===== config.mk =====
export PLATFORM = sky130hd
export DESIGN_NAME = priority_resolver_n
export DESIGN_NICKNAME = d
export VERILOG_FILES = /design/src/rtl/priority_resolver_n.sv
export SDC_FILE = /design/constraint.sdc
export NUM_CORES = 1
export LEC_CHECK = 0
export BUFFER_PORTS_ARGS = -buffer_cell sky130_fd_sc_hd__clkbuf_2
export CAP_MARGIN = 20
export CORE_ASPECT_RATIO = 1.2
export CORE_MARGIN = 3
export CORE_UTILIZATION = 26
export DETAILED_ROUTE_END_ITERATION = 8
export SETUP_SLACK_MARGIN = 0.5
export SYNTH_ARGS = -nofsm -noshare
export SYNTH_HDL_FRONTEND = slang
export SYNTH_SLANG_ARGS = --single-unit

===== constraint.sdc =====
create_clock -name CLK -period 7 [get_ports CLK]
set_clock_uncertainty 0.2 [all_clocks]
set_input_delay 0.7 -clock CLK [delete_from_list [all_inputs] [get_ports CLK]]
set_output_delay 0.7 -clock CLK [all_outputs]
set_load 0.03 [all_outputs]

===== src/rtl/priority_resolver_n.sv =====
// priority_resolver_n: interrupt priority resolver with rotation, masking and two-pulse acknowledge
module priority_resolver_n #(
  parameter int          NUM_IRQ  = 8,
  parameter logic [7:0]  VEC_BASE = 8'h20,
  localparam int         IDXW     = $clog2(NUM_IRQ)
) (
  input  logic               CLK,
  input  logic               RST,
  input  logic [NUM_IRQ-1:0] IR,
  input  logic [NUM_IRQ-1:0] IM,
  input  logic               LTIM,
  input  logic [1:0]         ROT_MODE,
  input  logic [IDXW-1:0]    ROT_LEVEL,
  input  logic               INTA_N,
  input  logic               EOI,
  input  logic               SEOI,
  input  logic [IDXW-1:0]    EOI_LEVEL,
  output logic               INT,
  output logic [NUM_IRQ-1:0] IRR,
  output logic [NUM_IRQ-1:0] ISR,
  output logic [7:0]         VECTOR,
  output logic               VEC_VALID
);
  typedef enum logic {IDLE, WAIT2} state_t;
  localparam logic [IDXW-1:0] LAST = IDXW'(NUM_IRQ - 1);
  state_t               r_state, w_state_next;
  logic                 r_inta_prev, r_int, r_vv;
  logic [NUM_IRQ-1:0]   r_ir_prev, r_irr, r_isr;
  logic [IDXW-1:0]      r_low, r_k, w_low;
  logic [7:0]           r_vec;
  logic                 w_pulse, w_first, w_second, w_ack, w_int_next;
  logic [IDXW:0]        w_win, w_top;
  logic [NUM_IRQ-1:0]   w_sel, w_eoi_clr, w_seoi_clr, w_irr_next, w_isr_next;

  // highest-priority set bit of v, scanning circularly from low+1; msb flags "found"
  function automatic logic [IDXW:0] pick(input logic [NUM_IRQ-1:0] v, input logic [IDXW-1:0] low);
    logic [IDXW:0] r;
    int p;
    r = '0;
    for (int j = NUM_IRQ - 1; j >= 0; j--) begin
      p = int'(low) + 1 + j;
      if (p >= NUM_IRQ) p -= NUM_IRQ;
      if (v[p[IDXW-1:0]]) r = {1'b1, p[IDXW-1:0]};
    end
    return r;
  endfunction

  // circular distance from the highest-priority level; 0 is most urgent
  function automatic logic [IDXW-1:0] rank(input logic [IDXW-1:0] idx, input logic [IDXW-1:0] low);
    int p;
    p = int'(idx) - int'(low) - 1;
    if (p < 0) p += NUM_IRQ;
    return p[IDXW-1:0];
  endfunction

  // handshake state register
  always_ff @(posedge CLK)
    if (RST) r_state <= IDLE;
    else r_state <= w_state_next;

  // acknowledge decode, next state, priority resolution and register next values
  always_comb begin
    w_pulse      = r_inta_prev & ~INTA_N;
    w_first      = w_pulse && r_state == IDLE;
    w_second     = w_pulse && r_state == WAIT2;
    w_state_next = w_first ? WAIT2 : w_second ? IDLE : r_state;
    w_low        = ROT_MODE[1] ? r_low : LAST;
    w_win        = pick(r_irr & ~IM, w_low);
    w_top        = pick(r_isr, w_low);
    w_ack        = w_first & w_win[IDXW];
    w_sel        = w_ack ? NUM_IRQ'(1) << w_win[IDXW-1:0] : '0;
    w_eoi_clr    = (EOI & w_top[IDXW]) ? NUM_IRQ'(1) << w_top[IDXW-1:0] : '0;
    w_seoi_clr   = SEOI ? NUM_IRQ'(1) << EOI_LEVEL : '0;
    w_irr_next   = LTIM ? (IR & ~w_sel) : ((r_irr & ~w_sel) | (IR & ~r_ir_prev));
    w_isr_next   = (r_isr & ~w_eoi_clr & ~w_seoi_clr) | w_sel;
    w_int_next   = w_state_next == IDLE && w_win[IDXW] &&
                   (!w_top[IDXW] || rank(w_win[IDXW-1:0], w_low) < rank(w_top[IDXW-1:0], w_low));
  end

  // request/service registers, rotation pointer, latched winner and vector output
  always_ff @(posedge CLK)
    if (RST) begin
      r_inta_prev <= 1'b1;
      r_ir_prev   <= '0;
      r_irr       <= '0;
      r_isr       <= '0;
      r_int       <= 1'b0;
      r_vv        <= 1'b0;
      r_vec       <= 8'h00;
      r_low       <= LAST;
      r_k         <= LAST;
    end else begin
      r_inta_prev <= INTA_N;
      r_ir_prev   <= IR;
      r_irr       <= w_irr_next;
      r_isr       <= w_isr_next;
      r_int       <= w_int_next;
      r_vv        <= w_second;
      if (w_first) r_k <= w_win[IDXW] ? w_win[IDXW-1:0] : LAST;
      if (w_second) r_vec <= {VEC_BASE[7:IDXW], r_k};
      r_low <= ROT_MODE == 2'b11 ? ROT_LEVEL : ROT_MODE == 2'b10 ? (w_ack ? w_win[IDXW-1:0] : r_low) : LAST;
    end

  assign INT       = r_int;
  assign IRR       = r_irr;
  assign ISR       = r_isr;
  assign VECTOR    = r_vec;
  assign VEC_VALID = r_vv;
endmodule


==> results of run 1 <==
cells in the mapped netlist (all sizes together), types with 3 or more instances:
| cell | instances |
|---|---|
| o31a | 5 |
| ha | 9 |
| nor2b | 24 |
| a32o | 7 |
| and2 | 4 |
| or2 | 3 |
| nand2b | 17 |
| o31ai | 7 |
| or3 | 3 |
| o211ai | 5 |
| a221oi | 3 |
| o22ai | 6 |
| mux2 | 15 |
| nor2 | 31 |
| o21a | 11 |
| o21ai | 21 |
| a311oi | 4 |
| buf | 24 |
| mux2i | 38 |
| a31oi | 8 |
| a211o | 3 |
| a21oi | 32 |
| mux4 | 19 |
| xnor2 | 9 |
| clkbuf | 11 |
| dfxtp | 38 |
| nor3 | 7 |
| nand3 | 12 |
| nand2 | 41 |
| a41o | 3 |
| inv | 15 |
| and3 | 3 |
registers in the layout, indices dropped and copies added, names as in the netlist:
signal / flops
INT: 1
IRR: 8
ISR: 8
VECTOR: 4
VEC_VALID: 1
r_inta_prev: 1
r_ir_prev: 8
r_k: 3
r_low: 3
r_state: 1
metal layers:
| layer | part of all wire (%) | track usage (%) | up-vias |
|---|---|---|---|
| met5 | 0 | 0 | - |
| met4 | 3.2 | 5.61 | 0 |
| met3 | 4.4 | 1.02 | 26 |
| met2 | 52 | 25.4 | 149 |
| met1 | 41 | 16.9 | 1813 |
| li1 | - | - | 1826 |
critical path, cell delays in order:
cell	delay, ns
clkbuf_2	0.15
nor2b_4	0.23
buf_4	0.41
ha_1	0.33
xnor3_1	0.78
mux4_2	0.63
or2_0	0.23
o221ai_1	0.16
a31o_2	0.19
inv_2	0.07
ha_1	0.19
inv_1	0.07
fa_1	0.41
inv_1	0.06
ha_1	0.16
xnor2_1	0.14
xnor2_1	0.10
xnor2_1	0.16
ha_1	0.21
nand2_1	0.06
nand4_1	0.09
a31oi_1	0.15
where the power goes:
part           internal [mW]  switching, mW  leakage [nW]  total, mW
Combinational          0.157          0.236          1.38      0.394
Sequential             0.233         0.0175         0.313      0.251
Clock                  0.141         0.0828        0.0729      0.223
worst paths after layout:
path,from,cells after the start,to,slack (ns)
max,ROT_MODE[1],22,INT$_SDFF_PP0_,1.34
min reg2reg,VECTOR[5]$_SDFFE_PP0P_,2,VECTOR[5]$_SDFFE_PP0P_,0.28
min,VECTOR[5]$_SDFFE_PP0P_,2,VECTOR[5]$_SDFFE_PP0P_,0.28
max reg2reg,r_low[0]$_SDFFE_PP1P_,21,INT$_SDFF_PP0_,1.59
final cells by class:
cell class	instances	area, µm²
clock inverters	2	12.5
fillers	1660	10600
inverters	16	67.6
flip-flops and latches	38	761
multi-input cells	385	3050
clock buffers	6	139
well taps	204	255
repair buffers	57	300
cells by family (layout without fill, tap and decap cells):
logic type	count (synthesis)	after routing	synth area share, %
and+or+nand+nor	154	154	19.6
AOI/OAI and AO/OA	134	134	23.7
muxes	72	72	24.4
buffers and inverters	51	81	7.31
DFF	38	38	18.6
adders and majority gates	11	11	3.73
xor gates and xnor gates	10	10	2.48
other	1	4	0.0917
==> impl_metrics.toml, run 1 <==
[status]
outcome = "completed"

[drt]
drc_errors = 0
wire_per_inst_um = 16.9
routed_wl_um = 12000
viasPerCell = 5.39
vias = 3814
drt_iter0_drc = 259
first_pass_iters = 5
drtAntennaViolNets = 0

[layout]
nets = 544
drive_gt1_share_pct = 23.6
final_cell_mix = "51 x clkbuf_2, 41 x nand2_1, 38 x dfxtp_1"
final_util_pct = 30.1
synthToLayoutAreaGrowth_pct = 12.1
n_antenna_cell = 0
stdcell_area_um2 = 4580
finalNonFillerCells = 708
final_common_cell = "clkbuf_2"

[grt]
grt_usage_pct = 13.9
grt_pass1_vias = 3808
antenna_found_initial = 0
grt_max_degree = 33
grt_overflow = 0
grt_pass1_wl_um = 19700

[floorplan]
dieArea_um2 = 17300
top_level_ports = 56
start_util_pct = 26.9
die_h_um = 143
fp-row-count = 49
die_x_um = 120
core-area_um2 = 15200

[clocking]
clk_latency_ns = 0.28
cts_tree = "built"
cts_setup_buffers = 0
clockRootBuffer = "clkbuf_16"
cts-resized-gates = 0
clk_pin_slew_ns = 0.05
cts.sinks = 38
cts.htree.levels = 2
clockBufferDepth = 2
cts-buffers-inserted = 5
ctsHoldBuffers = 0

[sta]
fmax_mhz = 177
rsz0062_at_grt = "no"
tns_ns = 0
slew_viol_final = 0
worst_slack_ns = 1.34
period_share_pct = 80.9
final-setup-viol-count = 0
layout_min_cycle_time_ns = 5.66
slew_headroom_pct = 31.8
hold_viol = 0
tightest_slew_ns = 1.02
hold_slack_ns = 0.280

[worst_hold_path]
hold_path_class = "reg2reg"

[placed_design]
dp_slack_ns = 1.09
dpl.cell_count = 700
dp_hpwl_um = 9260
gp_congestion = 0.902
placed_area_um2 = 4430
place.port_buffers = 51

[synth]
async_reset_ff_share_pct = 0
syn_inst = 471
synth_top_area_cell = "dfxtp_1"
ys.flop_type = "dfxtp_1"
yosys_warnings = 0
synth_top_cell_area_share_pct = 18.6
synthDistinctLibCells = 78
ys_ff_latch = 38
synth_edf_count = 0
synth_area_leaders = "dfxtp_1 19%, mux4_2 9.9%, mux2i_1 8.8%, a21oi_1 3.9%, nand2_1 3.8%"
synth-seq-area-share_pct = 18.6
syn_area_um2 = 4090
avgSynthCellArea_um2 = 8.68

[setup_path]
end_kind = "flop"
path_max_fanout = 26
path_class = "in2reg"
startpoint_type = "primary input"
critical_path_arrival_ns = 5.67
worstPathRequired_ns = 7.00

[job]
max-cap-violations = 0

[power_and_ir_drop]
fin_total_pwr_mw = 0.868
power_per_cell_area_nw_per_um2 = 189
vdd_ir_drop_max_v = 0.000142
power.static_leakage_nw = 1.77
No activity file was read; power rests on OpenSTA's default activity.
==> run 2, diff against run 1 <==
==> constraint.sdc (replaced) <==
create_clock -name CLK -period 4.8 [get_ports CLK]
set_clock_uncertainty 0.2 [all_clocks]
set_input_delay 0.48 -clock CLK [delete_from_list [all_inputs] [get_ports CLK]]
set_output_delay 0.48 -clock CLK [all_outputs]
set_load 0.03 [all_outputs]
==> impl_metrics.toml, run 2 (synthesis results as in run 1) <==
[status]
outcome = "completed"

[floorplan]
top_level_ports = 56
start_util_pct = 26.9
die_x_um = 120
core-area_um2 = 15200
fp-row-count = 49
dieArea_um2 = 17300
die_h_um = 143

[layout]
stdcell_area_um2 = 5120
synthToLayoutAreaGrowth_pct = 25.2
drive_gt1_share_pct = 33.4
n_antenna_cell = 0
finalNonFillerCells = 746
nets = 582
final_cell_mix = "50 x clkbuf_2, 41 x nand2_1, 37 x buf_4"
num-fill-cells = 1639
final_common_cell = "clkbuf_2"

[placed_design]
placed_area_um2 = 4770
dp_slack_ns = -0.0626
gp_congestion = 0.882
place.port_buffers = 51
dpl.cell_count = 730
dp_hpwl_um = 9860

[sta]
hold_viol = 0
tightest_slew_ns = 0.631
tns_ns = 0
slew_viol_final = 0
final-setup-viol-count = 0
rsz0062_at_grt = "yes"
slew_headroom_pct = 58.0
layout_min_cycle_time_ns = 4.37
fmax_mhz = 229
period_share_pct = 91.1
worst_slack_ns = 0.429

[setup_path]
crit_family = "adder cells"
worstPathRequired_ns = 4.80
timing.rr.start = "r_low[0]$_SDFFE_PP1P_"
path_max_fanout = 13
r2r_cells = 21
end_kind = "flop"
critical_path_arrival_ns = 4.37
reg2reg_slack_ns = 0.45
cpMaxStageDelayCell = "mux4_2"
cp_cell_sequence = "clkbuf_8 -> nor2b_4 -> buf_12 -> inv_8 -> buf_6 -> mux2_2 -> mux4_2 -> a21oi_2 -> o221ai_2 -> a31o_2 -> inv_2 -> ha_4 -> inv_2 -> fa_1 -> inv_1 -> ha_2 -> xnor2_2 -> xnor2_1 -> xnor2_1 -> ha_2 -> a31oi_1"
path_buf_inv = 7
startpoint = "ROT_MODE[1]"
path_class = "in2reg"
startpoint_type = "primary input"
max_stage_delay_ns = 0.52
timing.rr.end = "INT$_SDFF_PP0_"

[clocking]
clockRootBuffer = "clkbuf_16"
cts.htree.levels = 2
clockBufferDepth = 2
cts_tree = "built"
cts.sinks = 38
clk_latency_ns = 0.28
cts-buffers-inserted = 5
clk_pin_slew_ns = 0.05

[power_and_ir_drop]
power.static_leakage_nw = 1.99
power_per_cell_area_nw_per_um2 = 273
vdd_ir_drop_max_v = 0.000210

[worst_hold_path]
hold_end = "r_inta_prev$_SDFF_PP1_"
hold_depth = 2
hp-start = "INTA_N"
hold_path_class = "in2reg"

[grt]
grt_usage_pct = 14.6
grt_max_degree = 33
grt_overflow = 0
antenna_found_initial = 0
grt_pass1_vias = 4083
grt_pass1_wl_um = 20600

[drt]
first_pass_iters = 4
viasPerCell = 5.37
drc_errors = 0
wire_per_inst_um = 17.0
drtAntennaViolNets = 0
drt_iter0_drc = 202
routed_wl_um = 12700
vias = 4005

[job]
max-cap-violations = 0
## run 2: final cells by class
| cell class | count | area, µm² | share of cell area, % |
|---|---|---|---|
| repair buffers | 95 | 651 | 12.7 |
| inverters | 16 | 71.3 | 1.39 |
| flip-flops and latches | 38 | 763 | 14.9 |
| clock inverters | 1 | 30.0 | 0.587 |
| multi-input cells | 385 | 3210 | 62.8 |
| clock buffers | 7 | 133 | 2.59 |
| well taps | 204 | 255 | 4.99 |
## run 2: what timing repair did
item | in CTS | in global routing
pin swaps | 16 | 7
resized for setup | 10 | 17
endpoints found under the setup margin | 1 | 1
hold buffers | 0 | 0
buffers inserted | 5 | 3
## run 2: how the worst max path moves through the flow
stage                     depth (start not counted)  slack, ns              to
after floorplan                                  22       0.10  INT$_SDFF_PP0_
after global placement                           22       0.07  INT$_SDFF_PP0_
after detailed placement                         22      -0.06  INT$_SDFF_PP0_
after CTS                                        19       0.39  INT$_SDFF_PP0_
after global routing                             22       0.26  INT$_SDFF_PP0_
final                                            21       0.43  INT$_SDFF_PP0_
## run 2: power breakdown
part / switching [mW] / internal, mW / total (mW)
combinational: 0.370 / 0.294 / 0.664
clock: 0.119 / 0.245 / 0.364
sequential: 0.0265 / 0.340 / 0.367
total: 0.515 / 0.880 / 1.39
## run 2: layer usage
| layer | global-route usage, % | up-vias | wire (µm) |
|---|---|---|---|
| met5 | 0 | - | 0 |
| met4 | 7.10 | 0 | 474 |
| met3 | 1.65 | 34 | 599 |
| met2 | 26.3 | 149 | 6470 |
| met1 | 17.2 | 1920 | 5130 |
| li1 | - | 1902 | - |
## run 2: through the flow
stage	hold slack (ns)	total power, mW	util, %
2_1_floorplan	0.250	0.836	-
3_3_place_gp	0.253	0.996	31.4
3_5_place_dp	0.279	1.01	31.4
4_1_cts	0.200	1.38	32.9
5_1_grt	0.214	1.49	33.7
6_report	0.203	1.39	33.7
==> run 3, diff against run 2 <==
--- a/config.mk
+++ b/config.mk
@@ -10,6 +10,7 @@
 export CORE_ASPECT_RATIO = 1.2
 export CORE_MARGIN = 3
 export CORE_UTILIZATION = 26
+export CTS_BUF_LIST = sky130_fd_sc_hd__clkbuf_4 sky130_fd_sc_hd__clkbuf_8 sky130_fd_sc_hd__clkbuf_16
 export DETAILED_ROUTE_END_ITERATION = 8
 export SETUP_SLACK_MARGIN = 0.5
 export SYNTH_ARGS = -nofsm -noshare
==> impl_metrics.toml, run 3 (synthesis results as in run 1) <==
[status]
outcome = "completed"

[drt]
viasPerCell = 5.36
drtAntennaViolNets = 0
routed_wl_um = 12700
first_pass_iters = 5
drt_iter0_drc = 212
drc_errors = 0
wire_per_inst_um = 17.0
vias = 4000

[job]
max-cap-violations = 0

[layout]
final_util_pct = 33.7
final_common_cell = "clkbuf_2"
nets = 582
synthToLayoutAreaGrowth_pct = 25.3
n_antenna_cell = 0
drive_gt1_share_pct = 33.8
final_cell_mix = "50 x clkbuf_2, 41 x nand2_1, 37 x buf_4"
num-fill-cells = 1638
multiInputGateArea_um2 = 3210
regArea_um2 = 763
finalNonFillerCells = 746
stdcell_area_um2 = 5120

[grt]
grt_pass1_wl_um = 20600
grt_pass1_vias = 4085
grt_overflow = 0
antenna_found_initial = 0
grt_usage_pct = 14.6
grt_max_degree = 33

[sta]
tns_ns = 0
fmax_mhz = 228
hold_viol = 0
layout_min_cycle_time_ns = 4.38
slew_headroom_pct = 58.0
period_share_pct = 91.2
rsz0062_at_grt = "yes"
slew_viol_final = 0
final-setup-viol-count = 0
tightest_slew_ns = 0.630
hold_slack_ns = 0.203

[setup_path]
critical_path_arrival_ns = 4.38
end_kind = "flop"
cpMaxStageDelayCell = "mux4_2"
max_stage_delay_ns = 0.52
startpoint_type = "primary input"
cp_cell_sequence = "clkbuf_8 -> nor2b_4 -> buf_12 -> inv_8 -> buf_6 -> mux2_2 -> mux4_2 -> a21oi_2 -> o221ai_2 -> a31o_2 -> inv_2 -> ha_4 -> inv_2 -> fa_1 -> inv_1 -> ha_2 -> xnor2_2 -> xnor2_1 -> xnor2_1 -> ha_2 -> a31oi_1"
path_class = "in2reg"
worstPathRequired_ns = 4.80
path_max_fanout = 13

[placed_design]
dp_hpwl_um = 9860
placed_area_um2 = 4770
gp_congestion = 0.882
dpl.cell_count = 730
place.port_buffers = 51

[clocking]
cts.htree.levels = 2
clockRootBuffer = "clkbuf_16"
clk_latency_ns = 0.28
ctsHoldBuffers = 0
cts_tree = "built"
cts.sinks = 38
clk_pin_slew_ns = 0.05
cts-buffers-inserted = 5
clockBufferDepth = 2

[floorplan]
start_util_pct = 26.9
die_x_um = 120
fp-row-count = 49
die_h_um = 143
core-area_um2 = 15200
top_level_ports = 56
dieArea_um2 = 17300

[power_and_ir_drop]
power_per_cell_area_nw_per_um2 = 274
power.static_leakage_nw = 2.00
vdd_ir_drop_max_v = 0.000210

[worst_hold_path]
hold_path_class = "in2reg"
run 3: path summary, 6_finish.rpt:
| check | start | to | slack [ns] | cells past startpoint |
|---|---|---|---|---|
| setup / recovery | ROT_MODE[1] | INT$_SDFF_PP0_ | 0.42 | 21 |
| hold / removal | INTA_N | r_inta_prev$_SDFF_PP1_ | 0.20 | 2 |
| setup reg to reg | r_low[0]$_SDFFE_PP1P_ | INT$_SDFF_PP0_ | 0.45 | 21 |
| hold reg to reg | VECTOR[5]$_SDFFE_PP0P_ | VECTOR[5]$_SDFFE_PP0P_ | 0.29 | 2 |
run 3: layout make-up:
cell class / count / area share [%]
Clock inverter: 1 / 0.586
Inverter: 16 / 1.39
Tap cell: 204 / 4.98
Clock buffer: 7 / 2.73
Timing Repair Buffer: 95 / 12.7
Multi-Input combinational cell: 385 / 62.7
Sequential cell: 38 / 14.9
run 3: power by group:
group          internal, mW  total [mW]  leakage, nW  switching, mW
Combinational         0.294       0.663         1.60          0.369
Clock                 0.257       0.376       0.0850          0.119
Sequential            0.340       0.367        0.312         0.0265
Total                 0.891        1.41         2.00          0.515
run 3: stage by stage:
step | setup slack [ns] | total power, mW
finish | 0.423 | 1.41
global placement | 0.0681 | 0.996
floorplan | 0.102 | 0.836
CTS | 0.387 | 1.39
global route | 0.263 | 1.50
detailed placement | -0.0626 | 1.01
run 3: metal layers:
layer  share of wire, %  up-vias  track usage [%]
met5                  0        -                0
met4                3.7        0             7.10
met3                4.9       34             1.65
met2                 51      157             26.3
met1                 40     1910             17.2
li1                   -     1899                -
run 3: critical path, delay by kind of cell:
family / cells / cell delay, ns
muxes: 2 / 0.91
and+or+nand+nor: 1 / 0.14
xor gates and xnor gates: 3 / 0.49
buffers and inverters: 7 / 0.64
adders and majority gates: 4 / 1.07
AOI/OAI and AO/OA: 4 / 0.63
run 3: repair_timing:
action | in CTS | in global routing
pin swaps | 16 | 7
setup buffers | 5 | 3
gates resized for setup | 10 | 17
setup endpoints to repair | 1 | 1
